<file path="config.mk">
export PLATFORM = sky130hd
export DESIGN_NAME = adpll_lock_ctrl_5bit
export DESIGN_NICKNAME = d
export VERILOG_FILES = /design/src/rtl/adpll_lock_ctrl_5bit.sv
export SDC_FILE = /design/constraint.sdc
export NUM_CORES = 1
export LEC_CHECK = 0
export ABC_AREA = 1
export BUFFER_PORTS_ARGS = -buffer_cell sky130_fd_sc_hd__buf_2
export CAP_MARGIN = 20
export CORE_MARGIN = 1.5
export CORE_UTILIZATION = 45
export DETAILED_ROUTE_END_ITERATION = 10
export PLACE_DENSITY = 0.66
export SYNTH_ARGS = -nofsm -noshare
export SYNTH_HDL_FRONTEND = slang
export SYNTH_SLANG_ARGS = --single-unit
</file>
<file path="constraint.sdc">
create_clock -name clk -period 4.7 [get_ports clk]
set_input_delay 0.235 -clock clk [delete_from_list [all_inputs] [get_ports clk]]
set_output_delay 0.235 -clock clk [all_outputs]
set_load 0.1 [all_outputs]
</file>
<file path="src/rtl/adpll_lock_ctrl_5bit.sv">
// ADPLL lock sequencer: 5-step coarse binary search on nco_offset with the loop open,
// then closed-loop ACQ -> TRACK -> LOCKED gear shifting with lock-loss fallback.
module adpll_lock_ctrl_5bit #(
  parameter logic [4:0] ALPHA_ACQ     = 5'd8,
  parameter logic [4:0] BETA_ACQ      = 5'd4,
  parameter logic [4:0] ALPHA_TRK     = 5'd2,
  parameter logic [4:0] BETA_TRK      = 5'd1,
  parameter logic [4:0] OFFSET_INIT   = 5'd16,
  parameter int         SETTLE        = 4,
  parameter int         WIN_LOG2      = 3,
  parameter int         LOCK_THRESH   = 1,
  parameter int         LOCK_CNT      = 16,
  parameter int         UNLOCK_THRESH = 4,
  parameter int         UNLOCK_CNT    = 4
) (
  input  logic       clk,
  input  logic       reset,
  input  logic       clk_ref,
  input  logic       start,
  input  logic       stop,
  input  logic [4:0] bin_up_error,
  input  logic [4:0] bin_dwn_error,
  output logic [4:0] alpha_var,
  output logic [4:0] beta_var,
  output logic [4:0] nco_offset,
  output logic       loop_hold,
  output logic       locked,
  output logic       unlock_pulse,
  output logic [2:0] state
);

  localparam int ACC_W = 6 + WIN_LOG2;
  localparam int TC_W  = $clog2(SETTLE + (1 << WIN_LOG2));
  localparam int LC_W  = $clog2(LOCK_CNT + 1);
  localparam int UC_W  = $clog2(UNLOCK_CNT + 1);

  localparam logic [TC_W-1:0] SETTLE_V    = TC_W'(SETTLE);
  localparam logic [TC_W-1:0] LAST_V      = TC_W'(SETTLE + (1 << WIN_LOG2) - 1);
  localparam logic [LC_W-1:0] LOCK_CNT_V  = LC_W'(LOCK_CNT);
  localparam logic [UC_W-1:0] UNLK_CNT_V  = UC_W'(UNLOCK_CNT);
  localparam logic [4:0]      LOCK_TH_V   = 5'(LOCK_THRESH);
  localparam logic [4:0]      UNLK_TH_V   = 5'(UNLOCK_THRESH);

  typedef enum logic [2:0] {
    S_IDLE   = 3'd0,
    S_COARSE = 3'd1,
    S_ACQ    = 3'd2,
    S_TRACK  = 3'd3,
    S_LOCKED = 3'd4
  } state_t;

  state_t cur_state, nxt_state;

  logic ref_s1, ref_s2, ref_s3, ref_tick;
  logic [2:0]              bit_idx, bit_idx_d;
  logic [TC_W-1:0]         tick_cnt, tick_cnt_d;
  logic signed [ACC_W-1:0] acc, acc_d, acc_sum;
  logic [LC_W-1:0]         lock_cnt, lock_cnt_d, lock_inc;
  logic [UC_W-1:0]         unlock_cnt, unlock_cnt_d, unlock_inc;
  logic [4:0]              nco_d, bit_mask, trial;
  logic signed [5:0]       err;
  logic [5:0]              neg_err;
  logic [4:0]              mag;
  logic [4:0]              alpha_d, beta_d;
  logic                    loop_hold_d, locked_d, unlock_pulse_d;

  assign state    = cur_state;
  assign err      = $signed({1'b0, bin_up_error}) - $signed({1'b0, bin_dwn_error});
  assign neg_err  = -err;
  assign mag      = err[5] ? neg_err[4:0] : err[4:0];
  assign acc_sum  = acc + {{(ACC_W-6){err[5]}}, err};
  assign lock_inc   = (lock_cnt == LOCK_CNT_V) ? lock_cnt : lock_cnt + 1'b1;
  assign unlock_inc = (unlock_cnt == UNLK_CNT_V) ? unlock_cnt : unlock_cnt + 1'b1;
  // Clear the bit under trial if the NCO ran fast, then raise the next lower trial bit.
  assign bit_mask = 5'b00001 << bit_idx;
  assign trial    = (acc_sum < 0 ? (nco_offset & ~bit_mask) : nco_offset) | (bit_mask >> 1);

  always_ff @(posedge clk) begin
    if (reset) begin
      ref_s1       <= 1'b0;
      ref_s2       <= 1'b0;
      ref_s3       <= 1'b0;
      ref_tick     <= 1'b0;
      cur_state    <= S_IDLE;
      bit_idx      <= 3'd0;
      tick_cnt     <= '0;
      acc          <= '0;
      lock_cnt     <= '0;
      unlock_cnt   <= '0;
      nco_offset   <= OFFSET_INIT;
      alpha_var    <= ALPHA_ACQ;
      beta_var     <= BETA_ACQ;
      loop_hold    <= 1'b1;
      locked       <= 1'b0;
      unlock_pulse <= 1'b0;
    end else begin
      ref_s1       <= clk_ref;
      ref_s2       <= ref_s1;
      ref_s3       <= ref_s2;
      ref_tick     <= ref_s2 & ~ref_s3;
      cur_state    <= nxt_state;
      bit_idx      <= bit_idx_d;
      tick_cnt     <= tick_cnt_d;
      acc          <= acc_d;
      lock_cnt     <= lock_cnt_d;
      unlock_cnt   <= unlock_cnt_d;
      nco_offset   <= nco_d;
      alpha_var    <= alpha_d;
      beta_var     <= beta_d;
      loop_hold    <= loop_hold_d;
      locked       <= locked_d;
      unlock_pulse <= unlock_pulse_d;
    end
  end

  always_comb begin
    nxt_state    = cur_state;
    bit_idx_d    = bit_idx;
    tick_cnt_d   = tick_cnt;
    acc_d        = acc;
    lock_cnt_d   = lock_cnt;
    unlock_cnt_d = unlock_cnt;
    nco_d        = nco_offset;
    if (stop) begin
      nxt_state    = S_IDLE;
      tick_cnt_d   = '0;
      acc_d        = '0;
      lock_cnt_d   = '0;
      unlock_cnt_d = '0;
    end else begin
      case (cur_state)
        S_IDLE: if (start) begin
          nxt_state    = S_COARSE;
          nco_d        = 5'b10000;
          bit_idx_d    = 3'd4;
          tick_cnt_d   = '0;
          acc_d        = '0;
          lock_cnt_d   = '0;
          unlock_cnt_d = '0;
        end
        S_COARSE: if (ref_tick) begin
          if (tick_cnt < SETTLE_V) begin
            tick_cnt_d = tick_cnt + 1'b1;
          end else if (tick_cnt == LAST_V) begin
            nco_d      = trial;
            tick_cnt_d = '0;
            acc_d      = '0;
            if (bit_idx != 3'd0) bit_idx_d = bit_idx - 3'd1;
            else                 nxt_state = S_ACQ;
          end else begin
            tick_cnt_d = tick_cnt + 1'b1;
            acc_d      = acc_sum;
          end
        end
        S_ACQ, S_TRACK: if (ref_tick) begin
          if (mag <= LOCK_TH_V) begin
            if (lock_inc == LOCK_CNT_V) begin
              nxt_state  = (cur_state == S_ACQ) ? S_TRACK : S_LOCKED;
              lock_cnt_d = '0;
            end else begin
              lock_cnt_d = lock_inc;
            end
          end else begin
            lock_cnt_d = '0;
          end
        end
        S_LOCKED: if (ref_tick) begin
          if (mag > UNLK_TH_V) begin
            if (unlock_inc == UNLK_CNT_V) begin
              nxt_state    = S_ACQ;
              lock_cnt_d   = '0;
              unlock_cnt_d = '0;
            end else begin
              unlock_cnt_d = unlock_inc;
            end
          end else begin
            unlock_cnt_d = '0;
          end
        end
        default: nxt_state = S_IDLE;
      endcase
    end
  end

  // Outputs are decoded from the next state so they change on the same edge as the state.
  always_comb begin
    alpha_d        = ALPHA_ACQ;
    beta_d         = BETA_ACQ;
    loop_hold_d    = 1'b0;
    locked_d       = 1'b0;
    unlock_pulse_d = 1'b0;
    case (nxt_state)
      S_IDLE, S_COARSE: loop_hold_d = 1'b1;
      S_TRACK: begin
        alpha_d = ALPHA_TRK;
        beta_d  = BETA_TRK;
      end
      S_LOCKED: begin
        alpha_d  = ALPHA_TRK;
        beta_d   = BETA_TRK;
        locked_d = 1'b1;
      end
      default: ;
    endcase
    if (cur_state == S_LOCKED && nxt_state == S_ACQ) unlock_pulse_d = 1'b1;
  end

endmodule

</file>
==> flow_metrics.env <==
export IMPL_netlist_instances=436
export IMPL_drive_above_1_share=0.1585
export IMPL_finalCritPeriodShare=0.5333
export IMPL_cts_hold_buf=0
export IMPL_synthTopCellsByArea="dfxtp_1, nand2_1, ha_1"
export IMPL_fmax_mhz=398.9
export IMPL_min_path_type="in -> reg"
export IMPL_finalCoreUtilization=0.5080
export IMPL_clk_path_buf_depth=2
export IMPL_synth_seq_cells=41
export IMPL_worstSetupPathType="in -> reg"
export IMPL_final_nets=508
export IMPL_grt_use_met3=0.02557
export IMPL_layout_min_cycle_time_ns=2.507
export IMPL_drcViolationCount=0
export IMPL_critPathMaxFanout=5
export IMPL_maxCapViolations=0
export IMPL_grt_pass1_wl_um=10680
export IMPL_ys_flop_type="dfxtp_1"
export IMPL_cts_root_buf="clkbuf_8"
export IMPL_finalHoldViolations=0
export IMPL_power_leakage_nw=1.569
export IMPL_num_antenna_cells=0
export IMPL_crit_arrival_ns=2.69
export IMPL_crit_family="adder cells"
export IMPL_drtIter0Drc=99
export IMPL_clk_pin_slew_ns=0.08
export IMPL_crit_path_max_incr_delay_ns=0.58
export IMPL_rsz0062_at_grt="false"
export IMPL_syn_area_um2=2980
export IMPL_coreArea_um2=6386
export IMPL_async_flop_share=0
export IMPL_routed_via_density=5.017
export IMPL_grt_busiest_layer="met2"
export IMPL_synth_edff_count=0
export IMPL_stdcell_area_um2=3244
export IMPL_crit_path_start_kind="input port"
export IMPL_ir_drop_uv=165.3
export IMPL_wirelength_um=5992
export IMPL_ys_warn_count=0
export IMPL_mostFrequentLayoutCell="nand2_1"
export IMPL_portBuffers=29
export IMPL_critPathBufInv=4
export IMPL_hpwl_um=4640
export IMPL_clock_skew_ns=0.007816
export IMPL_crit_chain="buf_2, inv_1, ha_1, fa_1, inv_1, fa_1, nand3_1, nand3_1, a21oi_1, inv_1, nand2_1, nand2_1, o21ai_0, o21ai_0, nand2_1, a21oi_1"
export IMPL_grt_use_total=0.1778
export IMPL_yosys_area_top_type="dfxtp_1"
export IMPL_met2_usage=0.3069
export IMPL_yosysUniqueCellTypes=35
export IMPL_post_dp_cell_area_um2=3158
export IMPL_htree_levels=2
export IMPL_ios=36
export IMPL_grt_pass1_vias=2500
export IMPL_cts_tree="yes"
export IMPL_synth_area_per_cell_um2=6.836
export IMPL_grt_start_max_net_pins=21
export IMPL_gp_congestion=0.8856
export IMPL_syn2layout_area_growth_pct=8.858
export IMPL_cts_num_sinks=41
export IMPL_critPathCaptureType="flop"
export IMPL_power_density_nw_per_um2=244.4
export IMPL_num_vias=2729
export IMPL_finalSetupViolCount=0
export IMPL_layout_common_cells="nand2_1, inv_1, dfxtp_1"
export IMPL_first_pass_iters=5
export IMPL_ant_nets=0
export IMPL_rows=29
export IMPL_cp_required_ns=4.88
export IMPL_cts_setup_buffers=0
export IMPL_ys_seq_area_frac=0.2754
export IMPL_synth_top_area_share=0.2754
export IMPL_maxSlewViolCount=0
export IMPL_overflow=0
export IMPL_die_w_um=84.38
export IMPL_status="complete, no violations"
export IMPL_relSlewSlack=0.5146
export IMPL_avgRoutedWirePerCell_um=11.01
export IMPL_fin_hold_ws_ns=0.1371
export IMPL_cp_slowest_cell="fa_1"
export IMPL_dieArea_um2=7120
export IMPL_die_h_um=84.38
export IMPL_cts_made_buffers=5
export IMPL_use_met1=0.2300
export IMPL_worstSkewPairLatency_ns=0.29
export IMPL_cts_resized=0
export IMPL_antenna_found_initial=0
export IMPL_start_util=0.4667
export IMPL_fin_setup_tns_ns=0
export IMPL_worst_slew_pin_slew_ns=0.7272
[worst register-to-register path: stages, from the launching register on]
cell	delay [ns]
dfxtp_1	0.32
ha_1	0.23
fa_1	0.41
nand3_1	0.11
nand3_1	0.10
a21oi_1	0.18
inv_1	0.05
nand2_1	0.08
nand2_1	0.12
o21ai_0	0.16
o21ai_0	0.10
nand2_1	0.07
a21oi_1	0.05
[layer usage]
layer | vias up | wire, µm
met5 | - | 0
met4 | 0 | 84
met3 | 10 | 166
met2 | 44 | 2799
met1 | 1224 | 2942
li1 | 1451 | -
[final timing paths]
check / slack (ns) / end / cells past startpoint / startpoint
setup / recovery: 2.19 / nco_offset[3] / 16 / bin_up_error[0]
hold / removal: 0.14 / ref_s1 / 3 / clk_ref
setup reg to reg: 2.61 / nco_offset[3] / 12 / acc[0]
hold reg to reg: 0.40 / ref_tick / 1 / ref_s3
[power by group]
group          internal (mW)  switching (mW)
logic                 0.0607           0.143
registers              0.353         0.00466
clock network          0.103           0.129
total                  0.516           0.277
[metrics by stage]
step | cells | setup slack, ns | total power [mW]
2_1_floorplan | 441 | 2.191 | 0.5338
3_3_place_gp | 536 | 1.942 | 0.5666
3_5_place_dp | 536 | 1.865 | 0.5694
4_1_cts | 544 | 2.184 | 0.8019
5_1_grt | 544 | 1.930 | 0.8444
6_report | 544 | 2.193 | 0.7928
[registers in the layout, indices dropped and copies added, names as in the netlist]
signal / cells
lock_cnt: 5
alpha_var: 2
nco_offset: 5
acc: 9
ref_s2: 1
unlock_cnt: 3
tick_cnt: 4
loop_hold: 1
ref_s1: 1
locked: 1
unlock_pulse: 1
ref_s3: 1
state: 3
ref_tick: 1
bit_idx: 3
[layout make-up]
class	instances	area (µm²)
Multi-Input combinational cell	313	1809
Sequential cell	41	820.8
Tap cell	77	96.34
Timing Repair Buffer	29	145.1
Inverter	76	286.5
Fill cell	655	3142
Clock inverter	3	17.52
Clock buffer	5	68.82
[synth_stat cells (4+ instances only)]
master      n
o21ai_0    13
inv_1      69
inv_2       6
xor2_1      5
nand3_1    36
nor2_1     25
nand3_2     6
nand2_2     4
nand2_1   106
buf_4       8
dfxtp_1    41
ha_1       25
a21oi_1    39
a21oi_2     4
nand3b_1    4
nand4_1    11
or2_2       5
[kinds of logic (layout without fill, tap and decap cells)]
| group | Yosys count | after routing | synth area share |
|---|---|---|---|
| adder cells (fa/ha/maj) | 27 | 27 | 0.1184 |
| AO/OA/AOI/OAI | 65 | 65 | 0.1285 |
| AND/OR/NAND/NOR | 209 | 209 | 0.3350 |
| buffers and inverters | 87 | 113 | 0.1238 |
| flip-flops | 41 | 41 | 0.2754 |
| other | 1 | 6 | 0.001258 |
| XOR/XNOR | 6 | 6 | 0.01763 |
No activity file was read; power rests on OpenSTA's default activity.
